**config.mk**
```make
export PLATFORM = sky130hd
export DESIGN_NAME = issue_queue_ctrl_flat
export DESIGN_NICKNAME = d
export VERILOG_FILES = /design/src/rtl/issue_queue_ctrl_pkg.sv /design/src/rtl/issue_queue_ctrl_if.sv /design/src/rtl/issue_queue_ctrl_ram.sv /design/src/rtl/issue_queue_ctrl.sv /design/src/flat_wrapper.sv
export SDC_FILE = /design/constraint.sdc
export NUM_CORES = 1
export LEC_CHECK = 0
export CELL_PAD_IN_SITES_DETAIL_PLACEMENT = 1
export CELL_PAD_IN_SITES_GLOBAL_PLACEMENT = 2
export CORE_MARGIN = 5
export CORE_UTILIZATION = 45
export CTS_CLUSTER_SIZE = 25
export DETAILED_ROUTE_END_ITERATION = 8
export DONT_BUFFER_PORTS = 1
export PLACE_DENSITY_LB_ADDON = 0.05
export SYNTH_ARGS = -nofsm -noshare
export SYNTH_HDL_FRONTEND = slang
export SYNTH_SLANG_ARGS = --single-unit
```
**constraint.sdc**
```tcl
create_clock -name clk -period 8.6 [get_ports clk]
set_input_delay 0 -clock clk [delete_from_list [all_inputs] [get_ports clk]]
set_output_delay 0 -clock clk [all_outputs]
set_load 0.05 [all_outputs]
```
**src/rtl/issue_queue_ctrl_pkg.sv**
```systemverilog
// issue_queue_ctrl_pkg: shared CPU types for the issue queue (entry layout, FSM states, widths)
package issue_queue_ctrl_pkg;
  localparam int PC_WIDTH = 17;
  localparam int INST_WIDTH = 32;
  typedef enum logic {RUN = 1'b0, FLUSH = 1'b1} iq_state_e;
  typedef struct packed {
    logic [INST_WIDTH-1:0] inst;
    logic [PC_WIDTH-1:0]   pc;
    logic                  br_pred;
    logic [PC_WIDTH-1:0]   jalr_pred;
  } iq_entry_t;
endpackage

```
**src/rtl/issue_queue_ctrl_if.sv**
```systemverilog
// issue_queue_ctrl_if: fetch-side push channel, decoder-side head channel and ROB flush
//   fetch_*        : instruction pushed by fetch, fetch_ready is the queue's accept
//   instruction_in : head entry valid, with instruction/pc/br_prediction/jalr_prediction
//   idle           : decoder consumes the head; flush: ROB clears the queue
//   master = fetch/decoder/ROB side, slave = the queue
interface issue_queue_ctrl_if;
  logic                                       fetch_valid;
  logic [issue_queue_ctrl_pkg::INST_WIDTH-1:0] fetch_inst;
  logic [issue_queue_ctrl_pkg::PC_WIDTH-1:0]   fetch_pc;
  logic                                       fetch_br_pred;
  logic [issue_queue_ctrl_pkg::PC_WIDTH-1:0]   fetch_jalr_pred;
  logic                                       fetch_ready;
  logic                                       instruction_in;
  logic [issue_queue_ctrl_pkg::INST_WIDTH-1:0] instruction;
  logic [issue_queue_ctrl_pkg::PC_WIDTH-1:0]   pc;
  logic                                       br_prediction;
  logic [issue_queue_ctrl_pkg::PC_WIDTH-1:0]   jalr_prediction;
  logic                                       idle;
  logic                                       flush;
  modport master (
    output fetch_valid, fetch_inst, fetch_pc, fetch_br_pred, fetch_jalr_pred, idle, flush,
    input  fetch_ready, instruction_in, instruction, pc, br_prediction, jalr_prediction
  );
  modport slave (
    input  fetch_valid, fetch_inst, fetch_pc, fetch_br_pred, fetch_jalr_pred, idle, flush,
    output fetch_ready, instruction_in, instruction, pc, br_prediction, jalr_prediction
  );
endinterface

```
**src/rtl/issue_queue_ctrl_ram.sv**
```systemverilog
// iq_entry_ram: DEPTH x 67-bit entry storage, one sync write port, one async read port
//   clk, we/waddr/wdata write; raddr/rdata combinational read; storage is never reset
module iq_entry_ram
  import issue_queue_ctrl_pkg::*;
#(
  parameter int DEPTH = 8,
  parameter int AW = $clog2(DEPTH)
) (
  input  logic          clk,
  input  logic          we,
  input  logic [AW-1:0] waddr,
  input  iq_entry_t     wdata,
  input  logic [AW-1:0] raddr,
  output iq_entry_t     rdata
);
  iq_entry_t mem [DEPTH];
  always_ff @(posedge clk)
    if (we) mem[waddr] <= wdata;
  assign rdata = mem[raddr];
endmodule

```
**src/rtl/issue_queue_ctrl.sv**
```systemverilog
// issue_queue_ctrl: in-order instruction queue between fetch and decode with ROB flush
//   clk, rst (async, active-high); bus: issue_queue_ctrl_if.slave; count: occupied entries
//   ISSUE_QUEUE_BYPASS_EN: when defined, an empty queue forwards fetch straight to the head
module issue_queue_ctrl
  import issue_queue_ctrl_pkg::*;
#(
  parameter int DEPTH = 8
) (
  input  logic                     clk,
  input  logic                     rst,
  issue_queue_ctrl_if.slave        bus,
  output logic [$clog2(DEPTH):0]   count
);
  localparam int AW = $clog2(DEPTH);
  localparam logic [AW:0] FULL = (AW+1)'(DEPTH);
  iq_state_e   state_q, state_d;
  logic [AW-1:0] wr_ptr_q, wr_ptr_d, rd_ptr_q, rd_ptr_d;
  logic [AW:0] count_q, count_d;
  logic        run, empty, push, pop, store, take;
  iq_entry_t   head, fetch_entry;
  assign run = state_q == RUN;
  assign empty = count_q == '0;
  assign fetch_entry = '{bus.fetch_inst, bus.fetch_pc, bus.fetch_br_pred, bus.fetch_jalr_pred};
  assign pop = run && !empty && bus.idle;
  assign bus.fetch_ready = run && (count_q < FULL || pop);
  assign push = bus.fetch_valid && bus.fetch_ready;
`ifdef ISSUE_QUEUE_BYPASS_EN
  // an empty queue hands fetch to the decoder directly; consumed entries are never stored
  assign take = run && empty && bus.fetch_valid && bus.idle;
  assign bus.instruction_in = run && (!empty || bus.fetch_valid);
  assign {bus.instruction, bus.pc, bus.br_prediction, bus.jalr_prediction} =
    (run && empty) ? fetch_entry : head;
`else
  assign take = 1'b0;
  assign bus.instruction_in = run && !empty;
  assign {bus.instruction, bus.pc, bus.br_prediction, bus.jalr_prediction} = head;
`endif
  assign store = push && !take;
  assign count = count_q;
  iq_entry_ram #(.DEPTH(DEPTH), .AW(AW)) u_ram (
    .clk   (clk),
    .we    (store && !bus.flush),
    .waddr (wr_ptr_q),
    .wdata (fetch_entry),
    .raddr (rd_ptr_q),
    .rdata (head)
  );
  // FLUSH lasts one cycle unless flush stays high; flush wipes any same-edge push/pop
  always_comb begin
    state_d  = bus.flush ? FLUSH : RUN;
    wr_ptr_d = bus.flush ? '0 : wr_ptr_q + (store ? AW'(1) : AW'(0));
    rd_ptr_d = bus.flush ? '0 : rd_ptr_q + (pop ? AW'(1) : AW'(0));
    count_d  = bus.flush ? '0 :
               (store && !pop) ? count_q + (AW+1)'(1) :
               (pop && !store) ? count_q - (AW+1)'(1) : count_q;
  end
  always_ff @(posedge clk or posedge rst)
    if (rst) begin
      state_q  <= RUN;
      wr_ptr_q <= '0;
      rd_ptr_q <= '0;
      count_q  <= '0;
    end else begin
      state_q  <= state_d;
      wr_ptr_q <= wr_ptr_d;
      rd_ptr_q <= rd_ptr_d;
      count_q  <= count_d;
    end
endmodule
```
**src/flat_wrapper.sv**
```systemverilog
// flat-port wrapper written by rule: the top's interface ports become plain ports
module issue_queue_ctrl_flat import issue_queue_ctrl_pkg::*;
#(
  parameter int DEPTH = 8
)
  (clk, rst, count, bus_fetch_valid, bus_fetch_inst, bus_fetch_pc, bus_fetch_br_pred, bus_fetch_jalr_pred, bus_idle, bus_flush, bus_fetch_ready, bus_instruction_in, bus_instruction, bus_pc, bus_br_prediction, bus_jalr_prediction);
  issue_queue_ctrl_if bus_i ();
  input  logic clk;
  input  logic rst;
  output logic [$clog2(DEPTH):0] count;
  input wire logic [$bits(bus_i.fetch_valid)-1:0] bus_fetch_valid;
  input wire logic [$bits(bus_i.fetch_inst)-1:0] bus_fetch_inst;
  input wire logic [$bits(bus_i.fetch_pc)-1:0] bus_fetch_pc;
  input wire logic [$bits(bus_i.fetch_br_pred)-1:0] bus_fetch_br_pred;
  input wire logic [$bits(bus_i.fetch_jalr_pred)-1:0] bus_fetch_jalr_pred;
  input wire logic [$bits(bus_i.idle)-1:0] bus_idle;
  input wire logic [$bits(bus_i.flush)-1:0] bus_flush;
  output wire logic [$bits(bus_i.fetch_ready)-1:0] bus_fetch_ready;
  output wire logic [$bits(bus_i.instruction_in)-1:0] bus_instruction_in;
  output wire logic [$bits(bus_i.instruction)-1:0] bus_instruction;
  output wire logic [$bits(bus_i.pc)-1:0] bus_pc;
  output wire logic [$bits(bus_i.br_prediction)-1:0] bus_br_prediction;
  output wire logic [$bits(bus_i.jalr_prediction)-1:0] bus_jalr_prediction;
  assign bus_i.fetch_valid = bus_fetch_valid;
  assign bus_i.fetch_inst = bus_fetch_inst;
  assign bus_i.fetch_pc = bus_fetch_pc;
  assign bus_i.fetch_br_pred = bus_fetch_br_pred;
  assign bus_i.fetch_jalr_pred = bus_fetch_jalr_pred;
  assign bus_i.idle = bus_idle;
  assign bus_i.flush = bus_flush;
  assign bus_fetch_ready = bus_i.fetch_ready;
  assign bus_instruction_in = bus_i.instruction_in;
  assign bus_instruction = bus_i.instruction;
  assign bus_pc = bus_i.pc;
  assign bus_br_prediction = bus_i.br_prediction;
  assign bus_jalr_prediction = bus_i.jalr_prediction;
  issue_queue_ctrl #(.DEPTH(DEPTH)) u_core (.clk(clk), .rst(rst), .bus(bus_i), .count(count));
endmodule
```
==> metrics <==
number of synthesized flops with an enable pin 536; Iteration-0 DRC Markers 529; drt via density 5.55; GPL Wtd Cong 0.706; top cells by area, synth edfxtp_1 (77%), mux4_2 (15%), mux2_2 (3.6%), dfrtp_1 (1.3%), ha_1 (0.36%); I/O Buffers 0; P_leak 0.00730 uW; area growth from synthesis to layout 15.3%; Peak VDD IR 0.000154 V; die width 225 um; Critical Path Fanout Max 37; slew margin rel. 0.218; Synth top area share 0.774; syn nets 932; largest net degree at the start of global routing 71; Vias 8884; crit path launch type flop; core area 0.0456 mm^2; Worst Path Arrival 4.79 ns; RSZ-0062 raised after global routing false; Starting Density 0.456; postcts setup bufs 0; WS Path Type flop to flop; I/O Pins 145; Design Area, Final 0.0240 mm^2; Worst-Skew Late Latency 0.59 ns; f_max 218 MHz; # setup viols final 0; clock skew 0.0124 ns; # DRC 0; count of different cell masters after synthesis 33; DP Area 0.0215 mm^2; Seq/Total Area, Yosys 0.787; slew at the pin closest to its max-slew limit 1.17 ns; DRT Wirelength 42.2 mm; DR pass1 iterations 4; CTS tree done; Ant. Diodes 0; HP Class input pin to flop; setup TNS 0 ns; mean routed wirelength per cell 26.3 um; CP required 8.82 ns; max cap viols 0; Tcrit/Tclk final 0.532; Mapped Cells 853; Sink Count 547; Longest Clk Path Bufs 3; Mapped Area 0.0208 mm^2; # rows 78; fraction of layout cells with a size suffix above 1 0.302; GRT Overall Usage 0.168; vias in the first global route 9980; Async SR Flop Fraction 0.0201; DP HPWL 23.2 mm; height of the die 225 um; area leader, netlist edfxtp_1; post-detailed-route count of antenna-violating nets 0; H-tree Lvls 2; first-pass GRT wire length 63.7 mm; CP Capture Type flop; clock slew at reported path FFs 0.06 ns; P per Cell Area 236 mW/mm^2; fin. max-slew vios 0; Yosys Warn Count 0; Syn Area/Cell 24.4 um^2; status completed; count of final hold-check violations 0; Root Driver clkbuf_16; DIE AREA 0.0506 mm^2; initial antenna violation count 2; Final Net Count 1036; total gr overflow 0; crit path time final 4.58 ns; Main synth FF type edfxtp_1; synthesis-stage register bit count 547; cts bufs inserted 56
-- synth_stat cells, drive strengths merged (4+ instances only) --
library cell	n
a211oi	4
buf	22
clkbuf	19
dfrtp	11
edfxtp	536
ha	6
inv	6
mux2	68
mux4	134
nor2	13
nor2b	5
nor3	5
-- critical path, stage by stage, from the launching register on --
cell and delay (ns):
dfrtp_1 0.63, nor2b_1 0.30, nor2_1 0.89, nand4b_1 0.60, nor2_4 1.06, buf_4 0.68
-- metrics by stage --
step	setup WS, ns	cells	total power (uW)	hold WS (ns)	util
final	4.02	1600	5670	0.203	0.526
after CTS	3.89	1600	5750	0.177	0.526
after global placement	4.04	1427	3430	-0.0889	0.473
after floorplan	1.31	853	3380	-0.148	-
after global routing	3.72	1600	5910	0.198	0.526
after detailed placement	3.91	1427	3440	-0.0795	0.473
-- worst paths after layout --
kind                                                end  cells after the start  slack, ns          startpoint
worst max register to register  u_core.u_ram.mem[5][58]                      5       4.02     u_core.count[3]
worst max-delay path            u_core.u_ram.mem[5][58]                      5       4.02     u_core.count[3]
min in group asynchronous               u_core.count[3]                      3       0.45                 rst
worst min register to register       u_core.wr_ptr_q[2]                      2       0.58  u_core.wr_ptr_q[2]
max in group asynchronous            u_core.rd_ptr_q[0]                      3       7.73                 rst
worst min-delay path            u_core.u_ram.mem[1][10]                      2       0.20           bus_flush
-- per-layer routing --
layer,track usage,wire [um],share of wire
met5,0,25,0.00059
met4,0.0359,652,0.015
met3,0.0430,2140,0.051
met2,0.287,22000,0.52
met1,0.220,17400,0.41
-- cell families after synthesis --
family	count (synthesis)	synth area share
and+or+nand+nor	35	0.00939
buffers and inverters	47	0.0102
adders and majority gates	7	0.00457
muxes	205	0.183
AOI/OAI and AO/OA	9	0.00397
DFF	547	0.787
xor gates and xnor gates	3	0.00126
-- state kept, by name, summed over array words and instances (netlist names) --
register	flops
u_core.u_ram.mem	536
u_core.count	4
u_core.rd_ptr_q	3
u_core.wr_ptr_q	3
u_core.state_q	1
-- repair_timing --
action,CTS,global route
hold endpoints to repair,558,0
resized for setup,0,0
hold buffers,72,0
setup endpoints to repair,0,0
-- where the power goes --
group	internal, uW	switching [uW]	leakage, uW
clock network	1290	952	0.000823
registers	2950	27.7	0.00497
logic	170	283	0.00151
-- cell type report --
cell class,count,area [um^2]
inverters,6,22.5
clock buffers,70,1500
well taps,600,751
repair buffers,87,833
multi-input cells,259,4270
fillers,3831,21600
clock inverters,31,214
flip-flops and latches,547,16400
-- cell usage in the layout (no fill, tap or decap), types with 2 or more instances in the layout --
master,netlist,layout
clkbuf_16,0,58
mux2i_1,3,3
xnor2_1,3,3
bufinv_16,0,2
clkinv_1,0,17
edfxtp_1,536,536
buf_4,6,15
clkinvlp_4,0,3
a211oi_1,3,3
clkinv_2,0,5
nor4_1,2,2
nor3_2,0,2
nand2_1,2,2
ha_1,6,6
dfrtp_1,11,8
clkbuf_1,19,12
mux4_2,134,134
nand2b_1,2,2
nor2_1,13,7
nor3_1,5,3
dfrtp_4,0,3
dlygate4sd3_1,0,72
inv_1,6,6
clkinv_4,0,3
nor2_4,0,6
nor2b_1,5,5
mux2_2,67,67
(Power assumes the default switching activity.)
